[config.mk]
export PLATFORM = sky130hd
export DESIGN_NAME = crossbar_nxm_flat
export DESIGN_NICKNAME = d
export VERILOG_FILES = /design/src/rtl/crossbar_nxm_if.sv /design/src/rtl/crossbar_nxm.sv /design/src/flat_wrapper.sv
export SDC_FILE = /design/constraint.sdc
export NUM_CORES = 1
export LEC_CHECK = 0
export BUFFER_PORTS_ARGS = -buffer_cell sky130_fd_sc_hd__buf_2
export CAP_MARGIN = 10
export CORE_AREA = 2 2 156 158
export CTS_CLUSTER_SIZE = 16
export DETAILED_ROUTE_END_ITERATION = 8
export DIE_AREA = 0 0 158 160
export GPL_TIMING_DRIVEN = 1
export HOLD_SLACK_MARGIN = 0.12
export SLEW_MARGIN = 20
export SYNTH_ARGS = -nofsm -noshare
export SYNTH_HDL_FRONTEND = slang
export SYNTH_SLANG_ARGS = --single-unit
export TNS_END_PERCENT = 1
[constraint.sdc]
create_clock -name clk -period 2.4 [get_ports clk]
set_clock_uncertainty 0.1 [all_clocks]
set_input_delay 0.48 -clock clk [delete_from_list [all_inputs] [get_ports clk]]
set_output_delay 0.48 -clock clk [all_outputs]
set_load 0.02 [all_outputs]
[src/rtl/crossbar_nxm_if.sv]
// Master-side and slave-side signal bundle of the N x M crossbar. The 'slave' view is the crossbar
// itself; the 'master' view is whatever drives it (masters and slave responders together).
interface crossbar_nxm_if #(
    parameter int N_MASTERS = 2,
    parameter int N_SLAVES  = 2,
    parameter int ADDR_W    = 32,
    parameter int DATA_W    = 32
);
    logic [N_MASTERS-1:0]        master_req;
    logic [N_MASTERS-1:0]        master_cmd;
    logic [N_MASTERS*ADDR_W-1:0] master_addr;
    logic [N_MASTERS*DATA_W-1:0] master_wdata;
    logic [N_MASTERS*DATA_W-1:0] master_rdata;
    logic [N_MASTERS-1:0]        master_ack;
    logic [N_MASTERS-1:0]        master_err;
    logic [N_SLAVES-1:0]         slave_req;
    logic [N_SLAVES-1:0]         slave_cmd;
    logic [N_SLAVES*ADDR_W-1:0]  slave_addr;
    logic [N_SLAVES*DATA_W-1:0]  slave_wdata;
    logic [N_SLAVES*DATA_W-1:0]  slave_rdata;
    logic [N_SLAVES-1:0]         slave_ack;

    modport master (
        output master_req, master_cmd, master_addr, master_wdata, slave_rdata, slave_ack,
        input  master_rdata, master_ack, master_err, slave_req, slave_cmd, slave_addr, slave_wdata
    );

    modport slave (
        input  master_req, master_cmd, master_addr, master_wdata, slave_rdata, slave_ack,
        output master_rdata, master_ack, master_err, slave_req, slave_cmd, slave_addr, slave_wdata
    );
endinterface

[src/rtl/crossbar_nxm.sv]
// N-master x M-slave req/ack crossbar, per-slave round-robin arbiter and response timeout.
// Grant latency 1 cycle, ack routed combinationally; masters hold req until ack (no other backpressure).
module crossbar_nxm #(
    parameter int N_MASTERS = 2,
    parameter int N_SLAVES  = 2,
    parameter int ADDR_W    = 32,
    parameter int DATA_W    = 32,
    parameter int TIMEOUT   = 16
) (
    input  logic          clk,
    input  logic          rst_n,
    crossbar_nxm_if.slave bus
);
    localparam int SEL_W   = $clog2(N_SLAVES);
    localparam int MI_W    = $clog2(N_MASTERS);
    localparam int CNT_W   = (TIMEOUT > 0) ? $clog2(TIMEOUT + 1) : 1;
    localparam int TO_LAST = (TIMEOUT > 0) ? TIMEOUT - 1 : 0;

    typedef enum logic [1:0] {
        S_IDLE = 2'd0,
        S_BUSY = 2'd1,
        S_TOUT = 2'd2
    } state_t;

    state_t               state_q [N_SLAVES];
    state_t               state_d [N_SLAVES];
    logic [MI_W-1:0]      grant_q [N_SLAVES];
    logic [MI_W-1:0]      ptr_q   [N_SLAVES];
    logic [CNT_W-1:0]     cnt_q   [N_SLAVES];

    logic [N_MASTERS-1:0] hit     [N_SLAVES];
    logic [N_SLAVES-1:0]  any_req;
    logic [N_SLAVES-1:0]  hi_vld;
    logic [MI_W-1:0]      hi_idx  [N_SLAVES];
    logic [MI_W-1:0]      lo_idx  [N_SLAVES];
    logic [MI_W-1:0]      win     [N_SLAVES];
    logic [MI_W-1:0]      ptr_nxt [N_SLAVES];
    logic [N_SLAVES-1:0]  expire;

    logic [N_SLAVES-1:0]         s_req;
    logic [N_SLAVES-1:0]         s_cmd;
    logic [N_SLAVES*ADDR_W-1:0]  s_addr;
    logic [N_SLAVES*DATA_W-1:0]  s_wdata;
    logic [N_MASTERS-1:0]        m_ack;
    logic [N_MASTERS-1:0]        m_err;
    logic [N_MASTERS*DATA_W-1:0] m_rdata;

    // Address decode: the top SEL_W address bits pick the slave.
    always_comb begin
        for (int s = 0; s < N_SLAVES; s++) begin
            hit[s] = '0;
            for (int m = 0; m < N_MASTERS; m++) begin
                hit[s][m] = bus.master_req[m] &&
                            (bus.master_addr[m*ADDR_W + ADDR_W - 1 -: SEL_W] == SEL_W'(s));
            end
        end
    end

    // Round robin without a modulo: the lowest requester at or above the pointer wins,
    // otherwise the lowest requester overall (the wrapped part of the scan).
    always_comb begin
        for (int s = 0; s < N_SLAVES; s++) begin
            any_req[s] = |hit[s];
            hi_vld[s]  = 1'b0;
            hi_idx[s]  = '0;
            lo_idx[s]  = '0;
            for (int m = N_MASTERS - 1; m >= 0; m--) begin
                if (hit[s][m]) begin
                    lo_idx[s] = MI_W'(m);
                    if (MI_W'(m) >= ptr_q[s]) begin
                        hi_vld[s] = 1'b1;
                        hi_idx[s] = MI_W'(m);
                    end
                end
            end
            win[s]     = hi_vld[s] ? hi_idx[s] : lo_idx[s];
            ptr_nxt[s] = (win[s] == MI_W'(N_MASTERS - 1)) ? '0 : win[s] + 1'b1;
            expire[s]  = (TIMEOUT != 0) && (cnt_q[s] == CNT_W'(TO_LAST));
        end
    end

    always_ff @(posedge clk) begin
        for (int s = 0; s < N_SLAVES; s++) begin
            if (!rst_n) begin
                state_q[s] <= S_IDLE;
            end else begin
                state_q[s] <= state_d[s];
            end
        end
    end

    // Ack beats expiry when both land in the same cycle.
    always_comb begin
        for (int s = 0; s < N_SLAVES; s++) begin
            state_d[s] = state_q[s];
            case (state_q[s])
                S_IDLE: if (any_req[s]) state_d[s] = S_BUSY;
                S_BUSY: begin
                    if (bus.slave_ack[s]) begin
                        state_d[s] = S_IDLE;
                    end else if (expire[s]) begin
                        state_d[s] = S_TOUT;
                    end
                end
                S_TOUT:  state_d[s] = S_IDLE;
                default: state_d[s] = S_IDLE;
            endcase
        end
    end

    always_ff @(posedge clk) begin
        for (int s = 0; s < N_SLAVES; s++) begin
            if (!rst_n) begin
                grant_q[s] <= '0;
                ptr_q[s]   <= '0;
                cnt_q[s]   <= '0;
            end else if (state_q[s] == S_IDLE && any_req[s]) begin
                grant_q[s] <= win[s];
                ptr_q[s]   <= ptr_nxt[s];
                cnt_q[s]   <= '0;
            end else if (TIMEOUT != 0 && state_q[s] == S_BUSY &&
                         !bus.slave_ack[s] && !expire[s]) begin
                cnt_q[s]   <= cnt_q[s] + 1'b1;
            end
        end
    end

    // AND-OR output muxing: every term is zero unless its slave holds a live grant.
    always_comb begin
        s_req   = '0;
        s_cmd   = '0;
        s_addr  = '0;
        s_wdata = '0;
        m_ack   = '0;
        m_err   = '0;
        m_rdata = '0;
        for (int s = 0; s < N_SLAVES; s++) begin
            for (int m = 0; m < N_MASTERS; m++) begin
                if (grant_q[s] == MI_W'(m)) begin
                    if (state_q[s] == S_BUSY) begin
                        s_req[s]                      = 1'b1;
                        s_cmd[s]                      = bus.master_cmd[m];
                        s_addr[s*ADDR_W +: ADDR_W]    = bus.master_addr[m*ADDR_W +: ADDR_W];
                        s_wdata[s*DATA_W +: DATA_W]   = bus.master_wdata[m*DATA_W +: DATA_W];
                        m_ack[m]                      = m_ack[m] | bus.slave_ack[s];
                        m_rdata[m*DATA_W +: DATA_W]   = m_rdata[m*DATA_W +: DATA_W] |
                                                        bus.slave_rdata[s*DATA_W +: DATA_W];
                    end else if (state_q[s] == S_TOUT) begin
                        m_ack[m] = 1'b1;
                        m_err[m] = 1'b1;
                    end
                end
            end
        end
    end

    assign bus.slave_req    = s_req;
    assign bus.slave_cmd    = s_cmd;
    assign bus.slave_addr   = s_addr;
    assign bus.slave_wdata  = s_wdata;
    assign bus.master_ack   = m_ack;
    assign bus.master_err   = m_err;
    assign bus.master_rdata = m_rdata;
endmodule

[src/flat_wrapper.sv]
// flat-port wrapper written by rule: the top's interface ports become plain ports
module crossbar_nxm_flat 
#(
    parameter int N_MASTERS = 2,
    parameter int N_SLAVES  = 2,
    parameter int ADDR_W    = 32,
    parameter int DATA_W    = 32,
    parameter int TIMEOUT   = 16
)
  (clk, rst_n, bus_master_req, bus_master_cmd, bus_master_addr, bus_master_wdata, bus_slave_rdata, bus_slave_ack, bus_master_rdata, bus_master_ack, bus_master_err, bus_slave_req, bus_slave_cmd, bus_slave_addr, bus_slave_wdata);
  crossbar_nxm_if #(.N_MASTERS(N_MASTERS), .N_SLAVES(N_SLAVES), .ADDR_W(ADDR_W), .DATA_W(DATA_W)) bus_i ();
  input  logic clk;
  input  logic rst_n;
  input wire logic [$bits(bus_i.master_req)-1:0] bus_master_req;
  input wire logic [$bits(bus_i.master_cmd)-1:0] bus_master_cmd;
  input wire logic [$bits(bus_i.master_addr)-1:0] bus_master_addr;
  input wire logic [$bits(bus_i.master_wdata)-1:0] bus_master_wdata;
  input wire logic [$bits(bus_i.slave_rdata)-1:0] bus_slave_rdata;
  input wire logic [$bits(bus_i.slave_ack)-1:0] bus_slave_ack;
  output wire logic [$bits(bus_i.master_rdata)-1:0] bus_master_rdata;
  output wire logic [$bits(bus_i.master_ack)-1:0] bus_master_ack;
  output wire logic [$bits(bus_i.master_err)-1:0] bus_master_err;
  output wire logic [$bits(bus_i.slave_req)-1:0] bus_slave_req;
  output wire logic [$bits(bus_i.slave_cmd)-1:0] bus_slave_cmd;
  output wire logic [$bits(bus_i.slave_addr)-1:0] bus_slave_addr;
  output wire logic [$bits(bus_i.slave_wdata)-1:0] bus_slave_wdata;
  assign bus_i.master_req = bus_master_req;
  assign bus_i.master_cmd = bus_master_cmd;
  assign bus_i.master_addr = bus_master_addr;
  assign bus_i.master_wdata = bus_master_wdata;
  assign bus_i.slave_rdata = bus_slave_rdata;
  assign bus_i.slave_ack = bus_slave_ack;
  assign bus_master_rdata = bus_i.master_rdata;
  assign bus_master_ack = bus_i.master_ack;
  assign bus_master_err = bus_i.master_err;
  assign bus_slave_req = bus_i.slave_req;
  assign bus_slave_cmd = bus_i.slave_cmd;
  assign bus_slave_addr = bus_i.slave_addr;
  assign bus_slave_wdata = bus_i.slave_wdata;
  crossbar_nxm #(.N_MASTERS(N_MASTERS), .N_SLAVES(N_SLAVES), .ADDR_W(ADDR_W), .DATA_W(DATA_W), .TIMEOUT(TIMEOUT)) u_core (.clk(clk), .rst_n(rst_n), .bus(bus_i));
endmodule
== Word level (Yosys, flattened, before mapping) ==
Memories as Yosys holds them, arrays and structs flattened.
Index checks and enable logic that the tools add are counted.

* Bits of input ports: 200
* Memories: 4
* Bits in registers: 0
* RAM bits: 18

* Add/sub/neg operators: 4
* Reductions and logical operators: 18
* Eq/ne operators: 6
* Bitwise logic cells: 16
* Magnitude comparators: 4
* Multiplexer cells: 112

{| class="wikitable"
|+ Memories
! name !! words !! width !! rd ports !! clocked after memory_dff !! write ports !! RTL line !! text
|-
| u_core.cnt_q || 2 || 5 || 2 || 0 || 2 || crossbar_nxm.sv:29 || <nowiki>logic [CNT_W-1:0] cnt_q [N_SLAVES];</nowiki>
|-
| u_core.state_q || 2 || 2 || 2 || 0 || 2 || crossbar_nxm.sv:25 || <nowiki>state_t state_q [N_SLAVES];</nowiki>
|-
| u_core.grant_q || 2 || 1 || 2 || 0 || 2 || crossbar_nxm.sv:27 || <nowiki>logic [MI_W-1:0] grant_q [N_SLAVES];</nowiki>
|-
| u_core.ptr_q || 2 || 1 || 2 || 0 || 2 || crossbar_nxm.sv:28 || <nowiki>logic [MI_W-1:0] ptr_q [N_SLAVES];</nowiki>
|}

{| class="wikitable"
|+ Operator list
! kind !! number
|-
| two-way mux 32 bit || 23
|-
| two-way mux 1 bit || 75
|-
| bitwise OR 32 bit || 2
|-
| two-way mux 5 bit || 4
|-
| two-way mux 2 bit || 8
|-
| bitwise OR 1 bit || 12
|-
| adder 5 x 1 -> 5 bit, second input constant || 2
|-
| equality test 5 x 4 -> 1 bit, second input constant || 2
|-
| logical AND 1 bit || 10
|-
| case mux 2 bit (2 select lines) || 2
|-
| equality test 2 x 1 -> 1 bit, second input constant || 2
|-
| equality test 2 bit, second input constant || 2
|-
| >= comparator 1 bit, first input constant || 4
|-
| zero test 1 bit || 4
|-
| zero test 2 bit || 2
|-
| OR reduction 2 bit || 2
|-
| adder 1 bit, second input constant || 2
|-
| inverter 1 bit || 2
|}

== Depth between registers and ports, before layout ==
Gate-level depths: netlist of run 1.

* Depth after elaboration: 9
* Mapped depth: 6

== Worst setup path before layout of run 1 ==
Ideal clock, no wire load.

* Kind: register to register
* Start point: memory u_core.cnt_q[0][0] (netlist bit)
* End point: memory u_core.cnt_q[0][0] (netlist bit), enable pin
* Path slack: 197 ps
* Stages on the path, launching flop included: 5
* Data required time: 1912 ps
* Arrival time: 1715 ps
* Cell sequence: edfxtp_1 -> ha_1 -> and3_1 -> ha_1 -> o311ai_0

{| class="wikitable"
|+ RTL lines
! element !! RTL line
|-
| from (decl) || crossbar_nxm.sv:29
|}

==> metrics.txt, run 1 <==
Resized cells post-CTS=0; highest metal used=met4; largest net degree at the start of global routing=65; Die ar.=25280 um^2; pre-CTS WS=0.3969 ns; num ports=400; Fmax=0.4417 GHz; Synth Register Bits=18; M1 WL=6971 um; final non-filler cell total=1163; number of global-route vias before repair=~5000; CP Data Arrival Time=around 1.7 ns; metal2 WL=9282 um; CP Capture Type=primary output; ratio of cells with drive above 1 in the final layout=between 50% and 60%; max incr delay on CP=0.42 ns; worst-path cell chain=buf_12 > buf_12 > mux2i_1 > nor2_1 > buf_2; mux contribution to synthesized area=37.38%; initial antenna violation count=2; Top FF cell, synth=edfxtp_1; Crit Path Class=flip-flop to primary output; min Tclk post-route=about 2.3 ns; initial DRC count=222; DRC Markers=0; Post-synth EDFFs=12; DR vias/cell=4.378; Slew HR=76.50%; hold-fix buffer count after cts=0; Yosys warnings=0; Netlist cell types=34; Max Cap Viol=0; chip height=160 um; main combinational cell family by area after synthesis=multiplexers; unrepaired setup endpoints after global routing=false; post-synthesis net count=664; postcts setup bufs=0; Synth-to-Final Area Change=74.26%; overall routing resource usage=12.34%; hold slack=0.3908 ns; clk slew on worst S/H paths=~0.05 ns; placed cell count=1159; Layout Nets=roughly 1000; CP most frequent cell=buf_12; Fillers=between 2000 and 3000; P per Cell Area=347.0 nW/um^2; Row Count=between 50 and 60; status=finished clean; initial core utilization=14.61%; root buffer cell=clkbuf_16; final setup TNS=0 ns; die width=~160 um; Slew Limit Fails=0; TritonCTS clock tree=done; Peak VDD IR=0.2263 mV; drt total wl=17900 um; Sink Count=18; hold_sp=u_core.ptr_q[1]$_DFF_P_; Cells after Synth=460; adder-cell share of the synthesized area=under 10%; IO Port Bufs=between 300 and 400; worst r2r src=u_core.cnt_q[0][0]$_SDFFCE_PN0P_; grt ovf=0; met3 WL=1555 um; Pleak=between 3 and 4 nW; Clk Latency, worst-skew pair=0.25 ns; vias=slightly above 5000; Max clock buf depth=2; Compound-Gate Fraction of Synth Area=19.52%; fin crit share=94.34%; worst setup path startpoint=u_core.grant_q[0]$_DFFE_PP_; Setup Viol. Count Final=0; first-pass GRT wire length=between 20000 and 30000 um; Critical Path Source Type=flip-flop; Synth Area in Simple Gates=20.24%; Layout Utilization=25.46%; HPWL after detailed placement=14970 um; DR pass1 iterations=4; ant diodes=0; synthesized area per cell=between 7 and 8 um^2; Post-Syn Area=around 3500 um^2; Core ar.=23820 um^2; Async SR Flop Fraction=0%; worst slew pin tran=approximately 0.34 ns; Hold Vio Cnt, Final=0; Seq/Total Area, Yosys=~14%; Worst Path Max Fanout=37; Detail Route Antenna Nets=0; Required @ worst endpoint=1.82 ns; HP Class=flip-flop to flip-flop; GPL Wtd Cong=0.8482; CP max stage cell=edfxtp_1; H-Tree Depth=1; WL/cell=15.39 um; final worst setup slack=0.1358 ns; Post-Synth XOR/XNOR Area=1.006%; CTS buffer count=3
## metal layers
layer / GRT usage, % / up-vias
met4: 0.9419 / 0
met2: 25.00 / 280
met3: 1.981 / 10
li1: - / 2417
met1: 13.68 / 2385
met5: 0 / -
## flip-flops by register name (all words and copies together), names as in the netlist
name,cells
u_core.ptr_q,2
u_core.cnt_q,10
u_core.state_q,4
u_core.grant_q,2
## logic make-up after synthesis
kind of cell | after synthesis
AND/OR/NAND/NOR | 170
buffers and inverters | 55
XOR/XNOR | 4
AO/OA/AOI/OAI | 79
multiplexers | 130
flip-flops | 18
adder cells (fa/ha/maj) | 4
## path summary, 6_finish.rpt
path / endpoint / slack, ns / cells past startpoint
max: bus_slave_addr[13] / 0.14 / 5
min: u_core.ptr_q[1]$_DFF_P_ / 0.39 / 1
max reg2reg: u_core.cnt_q[0][4]$_SDFFCE_PN0P_ / 0.37 / 5
min reg2reg: u_core.ptr_q[1]$_DFF_P_ / 0.39 / 1
## where the power goes
part / switching, mW / internal, mW / total, mW / leakage, nW
Sequential: 0.0238 / 0.358 / 0.382 / 0.181
Clock: 0.110 / 0.226 / 0.336 / 0.0382
Combinational: 0.827 / 0.561 / 1.39 / 3.09
Total: 0.960 / 1.14 / 2.10 / 3.31
## worst max-delay path, delay by kind of cell, from the launching register on
family	cells	cell delay (ns)
multiplexers	1	0.20
flip-flops	1	0.42
buffers and inverters	3	0.67
AND/OR/NAND/NOR	1	0.06
## final cells by class
type                       instances  area (um^2)  area share [%]
timing repair buffer             422         2282           37.62
clock buffer                       4        78.83           1.300
inverter                           8        30.03          0.4950
tap                              324        405.4           6.683
multi-input combinational        387         2785           45.92
sequential                        18        484.2           7.983
## synthesized netlist by cell type, drive strengths merged (2+ instances only)
cell type | number | area [um^2]
inv | 8 | 30.03
a22o | 68 | 595.6
nand2 | 3 | 11.26
or3b | 2 | 17.52
and4b | 2 | 20.02
nand3 | 2 | 10.01
nand2b | 2 | 12.51
mux2i | 130 | 1301
and3 | 2 | 12.51
xnor2 | 2 | 17.52
ha | 4 | 50.05
dfxtp | 6 | 120.1
nor2b | 4 | 25.02
edfxtp | 12 | 360.4
clkbuf | 27 | 101.4
nor3 | 2 | 10.01
nor2 | 147 | 551.8
a21o | 2 | 15.01
or4b | 2 | 20.02
xor2 | 2 | 17.52
buf | 20 | 98.84
## cell usage in the layout, fill, tap and decap left out, types with 2 or more instances in the layout
cell and n:
mux2i_1 130, clkbuf_16 3, xor2_1 2, or4b_1 2, nor3_1 2, nand2_1 3, a22o_1 68, nor2_2 4
and4b_1 2, a21o_1 2, buf_12 9, edfxtp_1 12, buf_2 399, nand3_1 2, dfxtp_1 5, nor2b_1 4
or3b_2 2, buf_4 14, nand2b_2 2, and3_1 2, inv_1 8, nor2_1 143, xnor2_1 2, ha_1 4
## metrics by stage
step / total power [mW] / area, um^2
finish: 2.105 / 6066
global route: 2.227 / 6066
CTS: 2.118 / 6066
detailed placement: 1.774 / 5987
global placement: 1.768 / 5987
floorplan: 1.183 / 3481
Power figures use the tool's default switching activity.
==> inputs of run 2 (changes only) <==
Settings changed: ABC_AREA set to 1, CORE_AREA 2 2 156 158 to 2 2 155 157, DIE_AREA 0 0 158 160 to 0 0 157 159.
==> metrics.txt, run 2 <==
Max clock buf depth=2 (unchanged); Top FF cell, synth=edfxtp_1 (unchanged); Slew Limit Fails=0 (unchanged); overall routing resource usage=14.56% (was 12.34%); initial core utilization=15.67% (was 14.61%); largest reg by FF count=u_core.cnt_q (unchanged); root buffer cell=clkbuf_16 (unchanged); fin crit share=94.29% (was 94.34%); WL/cell=14.58 um (was 15.39 um); initial DRC count=559 (was 222); IO Port Bufs=399 (unchanged); top cells by area, synth=nand2_1 (15%), nand3_1 (15%), o21ai_0 (12%) (was mux2i_1 (37%), a22o_1 (17%), nor2_1 (16%)); Seq/Total Area, Yosys=13.22% (was 13.80%); Worst Path Max Fanout=68 (was 37); max reg flops=10 (unchanged); Yosys top cell area share=15.28% (was 37.38%); Post-synth top cells=nand2_1 (148), nand3_1 (106), o21ai_0 (86) (was nor2_1 (147), mux2i_1 (130), a22o_1 (68)); DR vias/cell=4.480 (was 4.378); Async SR Flop Fraction=0% (unchanged); Synth Area in Simple Gates=44.48% (was 20.24%); Yosys top cell by area=nand2_1 (was mux2i_1); Reg2Reg Setup Slack=0.43 ns (was 0.37 ns); TritonCTS clock tree=done (unchanged); chip height=159 um (was 160 um); Setup Viol. Count Final=0 (unchanged); R2R cell count=6 (was 5); CTS buffer count=3 (unchanged); Resized cells post-CTS=0 (unchanged); Fmax=0.4419 GHz (was 0.4417 GHz); Sink Count=18 (unchanged); initial antenna violation count=1 (was 2); vias=6124 (was 5092); Required @ worst endpoint=1.82 ns (about the same); Peak VDD IR=0.2464 mV (was 0.2263 mV); Crit path max-delay family=buffers and inverters (unchanged); Slew HR=69.32% (was 76.50%); hold-fix buffer count after cts=0 (unchanged); num ports=400 (unchanged); WP depth=7 (was 5); number of global-route vias before repair=5680 (was 4870); worst r2r dst=u_core.cnt_q[0][3]$_SDFFCE_PN0P_ (was u_core.cnt_q[0][4]$_SDFFCE_PN0P_); DRC Markers=0 (unchanged); Yosys warnings=0 (unchanged); status=finished clean (unchanged); DR pass1 iterations=6 (was 4); worst setup path startpoint=u_core.state_q[0][1]$_SDFFE_PN0P_ (was u_core.grant_q[0]$_DFFE_PP_); Pleak=3.401 nW (was 3.307 nW); GPL Wtd Cong=0.9254 (was 0.8482); Detail Route Antenna Nets=0 (unchanged); ratio of cells with drive above 1 in the final layout=41.22% (was 51.73%); CP max stage cell=dfxtp_1 (was edfxtp_1); grt ovf=0 (unchanged); Crit Path Class=flip-flop to primary output (unchanged); Max Cap Viol=0 (unchanged); max incr delay on CP=0.32 ns (was 0.42 ns); first-pass GRT wire length=29700 um (was 25060 um); Hold Crit Depth=2 (was 1); largest net degree at the start of global routing=79 (was 65); Row Count=56 (was 57); most common cell after layout, fill and taps aside=buf_2 (unchanged); synthesized area per cell=5.275 um^2 (was 7.567 um^2); postcts setup bufs=0 (unchanged); P per Cell Area=344.8 nW/um^2 (was 347.0 nW/um^2); worst-path cell chain=inv_1 > nand2_1 > clkinv_2 > buf_12 > nand3_1 > o21ai_1 > buf_2 (was buf_12 > buf_12 > mux2i_1 > nor2_1 > buf_2); worst r2r src=u_core.cnt_q[0][0]$_SDFFCE_PN0P_ (unchanged); Post-Synth XOR/XNOR Area=0.9639% (was 1.006%); Synth Register Bits=18 (unchanged); Die ar.=24960 um^2 (was 25280 um^2); total power=2.068 mW (was 2.105 mW); HPWL after detailed placement=15560 um (was 14970 um); Buf/Inv on CP=4 (was 3); unrepaired setup endpoints after global routing=false (unchanged); Post-synth EDFFs=12 (unchanged); Netlist cell types=28 (was 34); ant diodes=0 (unchanged); Post-Syn Area=3635 um^2 (was 3481 um^2); adder-cell share of the synthesized area=1.377% (was 1.438%); Hold Vio Cnt, Final=0 (unchanged); Worst Setup EP=bus_master_rdata[52] (was bus_slave_addr[13]); post-synthesis net count=893 (was 664); CP Capture Type=primary output (unchanged); CP Data Arrival Time=1.68 ns (about the same); Cells after Synth=689 (was 460); clk slew on worst S/H paths=0.05 ns (about the same); Synth-to-Final Area Change=65.03% (was 74.26%); H-Tree Depth=1 (unchanged); Layout Nets=1253 (was 1044); drt total wl=19930 um (was 17900 um); mux contribution to synthesized area=0% (was 37.38%); HP Class=primary input to flip-flop (was flip-flop to flip-flop); worst slew pin tran=0.4602 ns (was 0.3427 ns); Critical Path Source Type=flip-flop (unchanged); min Tclk post-route=2.263 ns (was 2.264 ns); Compound-Gate Fraction of Synth Area=23.75% (was 19.52%); main combinational cell family by area after synthesis=simple AND/OR/NAND/NOR gates (was multiplexers); final setup TNS=0 ns (unchanged); Core ar.=23190 um^2 (was 23820 um^2); most frequent cells in the layout=buf_2 (399), nand2_1 (148), nand3_1 (106) (was buf_2 (399), nor2_1 (143), mux2i_1 (130)); top-count cell post-synth=nand2_1 (was nor2_1); Top Registers=u_core.cnt_q: 10 flops, u_core.state_q: 4 flops (unchanged); die width=157 um (was 158 um); Clk Latency, worst-skew pair=0.25 ns (about the same)
## run 2: layout make-up
cell class,count,area [um^2]
Timing Repair Buffer,418,2252
Fill cell,2687,17190
Tap cell,319,399.1
Sequential cell,18,484.2
Clock buffer,4,88.84
Inverter,53,201.4
Multi-Input combinational cell,555,2572
## run 2: power by group
group | leakage, nW | internal (mW) | total [mW] | switching, mW
clock | 0.0442 | 0.254 | 0.370 | 0.116
combinational | 3.18 | 0.448 | 1.32 | 0.877
sequential | 0.180 | 0.356 | 0.373 | 0.0171
## run 2: worst min-delay path by stage
stage,startpoint,endpoint,slack (ns)
6_report,bus_slave_ack[1],u_core.state_q[1][1]$_SDFFE_PN0P_,0.34
5_1_grt,bus_slave_ack[1],u_core.state_q[1][1]$_SDFFE_PN0P_,0.35
4_1_cts,bus_slave_ack[1],u_core.state_q[1][1]$_SDFFE_PN0P_,0.35
3_5_place_dp,u_core.ptr_q[1]$_DFF_P_,u_core.ptr_q[1]$_DFF_P_,0.40
3_3_place_gp,u_core.ptr_q[1]$_DFF_P_,u_core.ptr_q[1]$_DFF_P_,0.40
2_1_floorplan,u_core.ptr_q[1]$_DFF_P_,u_core.ptr_q[1]$_DFF_P_,0.37
## run 2: metrics by stage
step	setup WS [ns]	utilization, %	instances	area (um^2)	hold WS, ns
after CTS	0.1695	25.86	1367	5998	0.3453
final	0.1369	25.86	1367	5998	0.3450
after global routing	0.03278	25.86	1367	5998	0.3478
after global placement	0.4161	25.48	1363	5909	0.3954
after floorplan	0.5614	-	689	3635	0.3726
after detailed placement	0.4192	25.48	1363	5909	0.4036
## run 2: cells by family (layout without fill, tap and decap cells)
family / count (synthesis) / after routing
and+or+nand+nor: 375 / 375
AOI/OAI and AO/OA: 172 / 172
buffers and inverters: 116 / 475
DFF: 18 / 18
adders and majority gates: 4 / 4
xor gates and xnor gates: 4 / 4
## run 2: routing by layer
layer | up-vias | part of all wire (%) | track usage [%]
met5 | - | 0 | 0
met4 | 0 | 2.1 | 3.628
met3 | 24 | 7.3 | 1.905
met2 | 296 | 48 | 25.96
met1 | 2776 | 43 | 18.35
li1 | 3028 | - | -
